<file path="src/rtl/mem_arb_pkg.sv">
// Shared types and constants for the two-master memory arbiter.
// Optional feature macro: MEM_ARB_TIMEOUT_EN (slave-wait timeout).
package mem_arb_pkg;

    typedef enum logic [1:0] {
        IDLE  = 2'd0,
        BUSY0 = 2'd1,
        BUSY1 = 2'd2
    } arb_state_t;

    // Read data returned to a master whose access was aborted by timeout.
    localparam logic [31:0] TIMEOUT_RDATA = 32'hDEADBEEF;

endpackage

</file>
<file path="src/rtl/mem_arbiter_if.sv">
// Native picorv32-style memory port: valid/ready handshake, 32-bit address
// and data, 4-bit write strobe (0 = read).
interface mem_arbiter_if;

    logic        valid;
    logic        ready;
    logic [31:0] addr;
    logic [31:0] wdata;
    logic [3:0]  wstrb;
    logic [31:0] rdata;

    // Side that issues requests.
    modport master (
        output valid, addr, wdata, wstrb,
        input  ready, rdata
    );

    // Side that services requests.
    modport slave (
        input  valid, addr, wdata, wstrb,
        output ready, rdata
    );

endinterface

</file>
<file path="src/rtl/mem_arb_timeout.sv">
// Slave-wait watchdog for mem_arbiter. Only instantiated when
// MEM_ARB_TIMEOUT_EN is defined.
module mem_arb_timeout #(
    parameter int unsigned TIMEOUT_CYCLES = 255
) (
    input  logic clk,
    input  logic reset,
    input  logic start,
    input  logic busy,
    input  logic done,
    output logic expired
);

    localparam int unsigned CW = $clog2(TIMEOUT_CYCLES + 1);
    localparam logic [CW-1:0] LIMIT = CW'(TIMEOUT_CYCLES);

    logic [CW-1:0] cnt;

    // Count busy cycles without completion; saturate at the limit.
    always_ff @(posedge clk) begin
        if (reset || start) begin
            cnt <= '0;
        end else if (busy && !done && (cnt != LIMIT)) begin
            cnt <= cnt + CW'(1);
        end
    end

    // Expiry is only meaningful while a transaction is outstanding.
    always_comb begin
        expired = busy && (cnt == LIMIT);
    end

endmodule

</file>
<file path="src/rtl/mem_arbiter.sv">
// Two-master round-robin arbiter onto a single native memory port.
// Optional feature macro: MEM_ARB_TIMEOUT_EN (abort slave waits longer than
// TIMEOUT_CYCLES, return TIMEOUT_RDATA, and latch err/err_addr).
module mem_arbiter #(
    parameter int unsigned TIMEOUT_CYCLES = 255
) (
    input  logic          clk,
    input  logic          reset,
    mem_arbiter_if.slave  m0,
    mem_arbiter_if.slave  m1,
    mem_arbiter_if.master s,
    output logic          err,
    output logic [31:0]   err_addr
);

    import mem_arb_pkg::*;

    arb_state_t state;
    arb_state_t state_nxt;
    logic       last;
    logic       expired;
    logic       done;
    logic       start;

    // Handshake decode shared by the FSM and the watchdog.
    always_comb begin
        done  = (state != IDLE) && (s.ready || expired);
        start = (state == IDLE) && (m0.valid || m1.valid);
    end

`ifdef MEM_ARB_TIMEOUT_EN
    mem_arb_timeout #(
        .TIMEOUT_CYCLES(TIMEOUT_CYCLES)
    ) u_timeout (
        .clk     (clk),
        .reset   (reset),
        .start   (start),
        .busy    (state != IDLE),
        .done    (s.ready),
        .expired (expired)
    );

    // Sticky error flag; address is captured on the first timeout only.
    // A same-cycle s_ready wins over expiry and is a normal completion.
    always_ff @(posedge clk) begin
        if (reset) begin
            err      <= 1'b0;
            err_addr <= '0;
        end else if (expired && !s.ready) begin
            err <= 1'b1;
            if (!err) begin
                err_addr <= s.addr;
            end
        end
    end
`else
    // No watchdog: transactions wait for the slave indefinitely.
    always_comb begin
        expired  = 1'b0;
        err      = 1'b0;
        err_addr = '0;
    end

    // TIMEOUT_CYCLES has no effect in this build.
    if (TIMEOUT_CYCLES > 0) begin : g_timeout_param_unused
    end
`endif

    // State register and round-robin pointer; m0 wins the first tie.
    always_ff @(posedge clk) begin
        if (reset) begin
            state <= IDLE;
            last  <= 1'b1;
        end else begin
            state <= state_nxt;
            if (done) begin
                last <= (state == BUSY1);
            end
        end
    end

    // Next-state: grant from IDLE, return to IDLE on completion.
    always_comb begin
        state_nxt = state;
        case (state)
            IDLE: begin
                if (m0.valid && (!m1.valid || last)) begin
                    state_nxt = BUSY0;
                end else if (m1.valid) begin
                    state_nxt = BUSY1;
                end
            end
            BUSY0, BUSY1: begin
                if (s.ready || expired) begin
                    state_nxt = IDLE;
                end
            end
            default: state_nxt = IDLE;
        endcase
    end

    // Outputs: forward the granted master, route completion back to it.
    always_comb begin
        s.valid = (state != IDLE);
        if (state == BUSY1) begin
            s.addr  = m1.addr;
            s.wdata = m1.wdata;
            s.wstrb = m1.wstrb;
        end else begin
            s.addr  = m0.addr;
            s.wdata = m0.wdata;
            s.wstrb = m0.wstrb;
        end
        m0.ready = (state == BUSY0) && (s.ready || expired);
        m1.ready = (state == BUSY1) && (s.ready || expired);
        m0.rdata = (expired && !s.ready) ? TIMEOUT_RDATA : s.rdata;
        m1.rdata = (expired && !s.ready) ? TIMEOUT_RDATA : s.rdata;
    end

endmodule

</file>
<file path="src/flat_wrapper.sv">
// flat-port wrapper written by rule: the top's interface ports become plain ports
module mem_arbiter_flat import mem_arb_pkg::*;
#(
    parameter int unsigned TIMEOUT_CYCLES = 255
)
  (clk, reset, err, err_addr, m0_valid, m0_addr, m0_wdata, m0_wstrb, m0_ready, m0_rdata, m1_valid, m1_addr, m1_wdata, m1_wstrb, m1_ready, m1_rdata, s_valid, s_addr, s_wdata, s_wstrb, s_ready, s_rdata);
  mem_arbiter_if m0_i ();
  mem_arbiter_if m1_i ();
  mem_arbiter_if s_i ();
  input  logic clk;
  input  logic reset;
  output logic err;
  output logic [31:0] err_addr;
  input wire logic [$bits(m0_i.valid)-1:0] m0_valid;
  input wire logic [$bits(m0_i.addr)-1:0] m0_addr;
  input wire logic [$bits(m0_i.wdata)-1:0] m0_wdata;
  input wire logic [$bits(m0_i.wstrb)-1:0] m0_wstrb;
  output wire logic [$bits(m0_i.ready)-1:0] m0_ready;
  output wire logic [$bits(m0_i.rdata)-1:0] m0_rdata;
  input wire logic [$bits(m1_i.valid)-1:0] m1_valid;
  input wire logic [$bits(m1_i.addr)-1:0] m1_addr;
  input wire logic [$bits(m1_i.wdata)-1:0] m1_wdata;
  input wire logic [$bits(m1_i.wstrb)-1:0] m1_wstrb;
  output wire logic [$bits(m1_i.ready)-1:0] m1_ready;
  output wire logic [$bits(m1_i.rdata)-1:0] m1_rdata;
  output wire logic [$bits(s_i.valid)-1:0] s_valid;
  output wire logic [$bits(s_i.addr)-1:0] s_addr;
  output wire logic [$bits(s_i.wdata)-1:0] s_wdata;
  output wire logic [$bits(s_i.wstrb)-1:0] s_wstrb;
  input wire logic [$bits(s_i.ready)-1:0] s_ready;
  input wire logic [$bits(s_i.rdata)-1:0] s_rdata;
  assign m0_i.valid = m0_valid;
  assign m0_i.addr = m0_addr;
  assign m0_i.wdata = m0_wdata;
  assign m0_i.wstrb = m0_wstrb;
  assign m0_ready = m0_i.ready;
  assign m0_rdata = m0_i.rdata;
  assign m1_i.valid = m1_valid;
  assign m1_i.addr = m1_addr;
  assign m1_i.wdata = m1_wdata;
  assign m1_i.wstrb = m1_wstrb;
  assign m1_ready = m1_i.ready;
  assign m1_rdata = m1_i.rdata;
  assign s_valid = s_i.valid;
  assign s_addr = s_i.addr;
  assign s_wdata = s_i.wdata;
  assign s_wstrb = s_i.wstrb;
  assign s_i.ready = s_ready;
  assign s_i.rdata = s_rdata;
  mem_arbiter #(.TIMEOUT_CYCLES(TIMEOUT_CYCLES)) u_core (.clk(clk), .reset(reset), .m0(m0_i), .m1(m1_i), .s(s_i), .err(err), .err_addr(err_addr));
endmodule
</file>
<file path="config.mk">
export PLATFORM = sky130hd
export DESIGN_NAME = mem_arbiter_flat
export DESIGN_NICKNAME = d
export VERILOG_FILES = /design/src/rtl/mem_arb_pkg.sv /design/src/rtl/mem_arbiter_if.sv /design/src/rtl/mem_arb_timeout.sv /design/src/rtl/mem_arbiter.sv /design/src/flat_wrapper.sv
export SDC_FILE = /design/constraint.sdc
export NUM_CORES = 1
export LEC_CHECK = 0
export ABC_AREA = 1
export CORE_AREA = 10 10 125 127
export DETAILED_ROUTE_END_ITERATION = 8
export DIE_AREA = 0 0 135 137
export GPL_ROUTABILITY_DRIVEN = 0
export SYNTH_ARGS = -nofsm -noshare
export SYNTH_HDL_FRONTEND = slang
export SYNTH_SLANG_ARGS = --single-unit
export TNS_END_PERCENT = 30
</file>
<file path="constraint.sdc">
create_clock -name clk -period 2.5 [get_ports clk]
set_clock_uncertainty 0.1 [all_clocks]
set_input_delay 0.75 -clock clk [delete_from_list [all_inputs] [get_ports clk]]
set_output_delay 0.75 -clock clk [all_outputs]
set_load 0.01 [all_outputs]
</file>
-- Word-level counts from Yosys, hierarchy flattened
Index checks and enable logic that the tools add are counted.
- bits in registers: 3
- output and inout port bits: 168
- equal/unequal tests: 4
- reduce and logical (&&, ||, !) cells: 10
- multiplexer cells: 7
- operators with widths (kind ; number):
    32-bit 2-to-1 mux ; 2
    2-bit 2-to-1 mux ; 3
    1-bit logical AND ; 4
    4-bit 2-to-1 mux ; 1
    2-bit one-hot mux with 2 select lines ; 1
    3-bit != test, second input constant ; 1
    2-bit by 1-bit equality test with 1-bit output, second input constant ; 1
    2-bit equality test, second input constant ; 1
    2-bit logical NOT ; 1
    2-bit != test, second input constant ; 1
    2-bit AND reduction ; 1
    2-bit nonzero test ; 1
    2-bit OR reduction ; 1
    1-bit logical NOT ; 1
    1-bit logical OR ; 1

-- Depth between registers and ports, before layout
- word-level depth: 5
- gate-level depth with buffers: 7

-- Worst setup path after synthesis
OpenSTA, ideal clock, no wires.
- path kind: flip-flop to output port
- start: reg u_core.state[0]
- end: out s_wdata[24]
- path buffers: 3
- data arrival time: 1.265 ns
- slack: 0.385 ns
- required time: 1.650 ns
- cell stages (with the launch flop): 7
- path through: dfxtp_1 inv_1 ha_1 buf_6 buf_6 buf_8 mux2_4
- longest elaborated chain between the ends: 2
- RTL lines (element ; line ; text):
    start, declared ; mem_arbiter.sv:18 ; arb_state_t state;
    start signal, assigned ; mem_arbiter.sv:75 ; state <= state_nxt;
    2-bit equality test ; mem_arbiter.sv:105 ; if (state == BUSY1) begin
    32-bit 2-to-1 mux ; mem_arbiter.sv:105 ;
    end, declared ; flat_wrapper.sv:28 ; output wire logic [$bits(s_i.wdata)-1:0] s_wdata;
No other way between the ends.

-- Worst setup path after layout
- start: in m0_wdata[25]
- end: out s_wdata[25]
- longest elaborated chain between the ends: 1
- RTL lines (element ; line ; text):
    start, declared ; flat_wrapper.sv:16 ; input wire logic [$bits(m0_i.wdata)-1:0] m0_wdata;
    32-bit 2-to-1 mux ; mem_arbiter.sv:105 ;
No other way between the ends.

==> insert_results.sql <==
INSERT INTO impl_metrics (metric_group, metric, value, unit) VALUES
('global_routing', 'grt_busiest_layer', 'met2', ''),
('layout', 'multiInputGateArea', '1060', 'µm²'),
('sta', 'fmax', '0.402', 'GHz'),
('synth', 'yosys.area.top_type', 'sky130_fd_sc_hd__buf_4', ''),
('critical_path', 'worst-setup-path-type', 'input port to primary output', ''),
('clocking', 'clock_buffer_count_from_cts', '3', ''),
('power', 'p_comb_share', '83.2', '%'),
('critical_path', 'critical_path_peak_fanout', '1', ''),
('floorplan', 'core', '13100', 'µm²'),
('power', 'flop_pwr_share', '4.0', '%'),
('power', 'irDropWorstVdd', '0.283', 'mV'),
('critical_path', 'worst_r2r_path_depth', '8', ''),
('synth', 'synthesized_instance_count', '207', ''),
('detailed_routing', 'detail_route.iter0.violations', '16', ''),
('layout', 'drive_above_1_share', '43.4', '%'),
('synth', 'synth_top_cell_area_share', '40.4', '%'),
('power', 'power.share.switching', '39.5', '%'),
('run_status', 'status', 'finished clean', ''),
('sta', 'hold_violations', '0', ''),
('synth', 'synth-seq-area-share', '3.33', '%'),
('sta', 'fin_crit', '2.49', 'ns'),
('placed_design', 'detailed_place_hpwl', '9.78', 'mm'),
('global_routing', 'grt_first_pass_wirelength', '15.0', 'mm'),
('power', 'internal_power', '1.21', 'mW'),
('power', 'post-layout-total-power', '2.01', 'mW'),
('floorplan', 'rows', '42', ''),
('detailed_routing', 'wl_per_cell', '20.3', 'µm'),
('sta', 'timing.final.max_slew_violations', '0', ''),
('power', 'power.static_leakage', '1.51', 'nW'),
('min_path', 'min_path_type', 'register to register', ''),
('global_routing', 'grt_pass1_vias', '2115', ''),
('critical_path', 'critical_path_depth', '3', ''),
('min_path', 'hold_depth', '2', ''),
('synth', 'synth_cell_count_leaders', '97 x sky130_fd_sc_hd__buf_4, 59 x sky130_fd_sc_hd__mux2_2, 10 x sky130_fd_sc_hd__nand2_1', ''),
('synth', 'yosysMostFrequentCell', 'sky130_fd_sc_hd__buf_4', ''),
('global_routing', 'global_route_congestion_overflow_total', '0', ''),
('layout', 'fill_cells', '1440', ''),
('clocking', 'insertion_delay', '0.22', 'ns'),
('clocking', 'numClockSinks', '3', ''),
('detailed_routing', 'drt_pre_antenna_iters', '4', ''),
('power', 'share_clk_of_total_power', '12.8', '%'),
('floorplan', 'dieWidth', '135', 'µm'),
('critical_path', 'ordered_cell_list_for_the_critical_path', 'clkdlybuf4s50_1, mux2_4, clkdlybuf4s15_2', ''),
('synth', 'ys_types', '16', ''),
('layout', 'antennaDiodeCount', '0', ''),
('floorplan', 'initial_util', '13.8', '%'),
('critical_path', 'crit_path_max_incr_delay', '0.39', 'ns'),
('layout', 'flip_flop_and_latch_area', '61.3', 'µm²'),
('placed_design', 'portBuffers', '211', ''),
('synth', 'yosysWarningCount', '0', ''),
('detailed_routing', 'post-route-drc-count', '0', ''),
('detailed_routing', 'vias_per_cell', '3.48', ''),
('synth', 'synth_area', '1800', 'µm²'),
('floorplan', 'die_y', '137', 'µm'),
('power', 'pwr_density_cell', '590', 'nW/µm²'),
('critical_path', 'worst_endpoint_data_arrival_time', '1.64', 'ns'),
('layout', 'finish.net_count', '543', ''),
('clocking', 'cts-root-buf', 'sky130_fd_sc_hd__clkbuf_16', ''),
('sta', 'rsz0062_at_grt', 'false', ''),
('critical_path', 'critical-path-top-delay-family', 'buffers and inverters', ''),
('layout', 'synthToLayoutAreaGrowth', '88.8', '%'),
('sta', 'final_setup_tns', '0', 'ns'),
('sta', 'layout_worst_path_cycle_share', '99.4', '%'),
('job', 'max_cap_violations', '0', ''),
('critical_path', 'critPathLaunchType', 'input port', ''),
('detailed_routing', 'detailroute.via_count', '1884', ''),
('power', 'switchingPower', '0.793', 'mW'),
('detailed_routing', 'drt-total-wl', '11.0', 'mm'),
('critical_path', 'crit_buf_inv', '2', ''),
('clocking', 'clkTransAtPathRegs', '0.03', 'ns'),
('sta', 'setup_viol_count_final', '0', '');
[kinds of logic after synthesis]
group                    Yosys count  synth area share (%)
buffers and inverters            113                  45.6
multiplexers                      68                  44.4
AND/OR/NAND/NOR                   16                  3.47
AO/OA/AOI/OAI                      3                 0.972
adder cells (fa/ha/maj)            3                  2.08
flip-flops                         3                  3.33
other                              1                 0.208
[registers in the layout, indices dropped and copies added, names as in the netlist]
name / flops
u_core.last: 1
u_core.state: 2
[power groups by stage]
stage | combinational, mW | clock [mW] | sequential [mW]
2_1_floorplan | 0.992 | 0 | 0.0718
4_1_cts | 1.73 | 0.261 | 0.0795
6_report | 1.67 | 0.257 | 0.0798
5_1_grt | 1.78 | 0.265 | 0.0812
3_3_place_gp | 1.88 | 0 | 0.0763
3_5_place_dp | 1.89 | 0 | 0.0766
[layout by cell type, fill, tap and decap left out, types with 2 or more instances in the layout]
master                            count
sky130_fd_sc_hd__nand3_1              2
sky130_fd_sc_hd__buf_6                2
sky130_fd_sc_hd__nor2_1               4
sky130_fd_sc_hd__clkbuf_16            3
sky130_fd_sc_hd__dfxtp_1              2
sky130_fd_sc_hd__clkdlybuf4s50_1    136
sky130_fd_sc_hd__buf_2               65
sky130_fd_sc_hd__inv_1                7
sky130_fd_sc_hd__buf_12               3
sky130_fd_sc_hd__buf_4               12
sky130_fd_sc_hd__dlygate4sd2_1        4
sky130_fd_sc_hd__mux2_4              10
sky130_fd_sc_hd__conb_1              33
sky130_fd_sc_hd__clkdlybuf4s15_2      2
sky130_fd_sc_hd__clkdlybuf4s15_1      2
sky130_fd_sc_hd__mux2_2              58
sky130_fd_sc_hd__nand2_1             10
sky130_fd_sc_hd__ha_1                 2
[worst min-delay path: cells and delay by family (launching register included)]
family          cells  cell delay (ns)
flops               1             0.30
compound gates      2             0.15
[routing by layer]
layer  wire length, µm  vias to the layer above
met5                 0                        -
met4               205                        0
met3              1270                       30
met2              5450                      142
met1              4060                      844
li1                  -                      868
[what timing repair did]
item                                    in CTS  in global routing
pin swaps                                    1                  0
hold buffers                                 0                  0
endpoints found under the setup margin      71                 10
endpoints found under the hold margin        0                  0
gates resized for setup                    273                 10
setup buffers                                2                  0
[final cells by class]
class | instances | share of cell area, %
well taps | 176 | 6.47
repair buffers | 228 | 57.4
clock buffers | 4 | 2.32
multi-input cells | 123 | 31.1
flip-flops and latches | 3 | 1.80
inverters | 8 | 0.883
[final timing paths]
| path | startpoint | end | slack (ns) |
|---|---|---|---|
| min | u_core.last | u_core.last | 0.41 |
| max | m0_wdata[25] | s_wdata[25] | 0.01 |
| min reg2reg | u_core.last | u_core.last | 0.41 |
| max reg2reg | u_core.state[0] | u_core.state[0] | 1.13 |
[metrics by stage]
stage / hold WS, ns / area (µm²) / setup slack, ns / cells / utilization [%]
floorplan: 0.366 / 1920 / 0.385 / 239 / -
global placement: 0.392 / 3600 / -0.386 / 536 / 27.5
finish: 0.414 / 3400 / 0.0141 / 542 / 26.0
global route: 0.439 / 3400 / 0.0000291 / 542 / 26.0
detailed placement: 0.409 / 3600 / -0.383 / 536 / 27.5
CTS: 0.411 / 3450 / -0.0273 / 542 / 26.4
(Power assumes the default switching activity.)
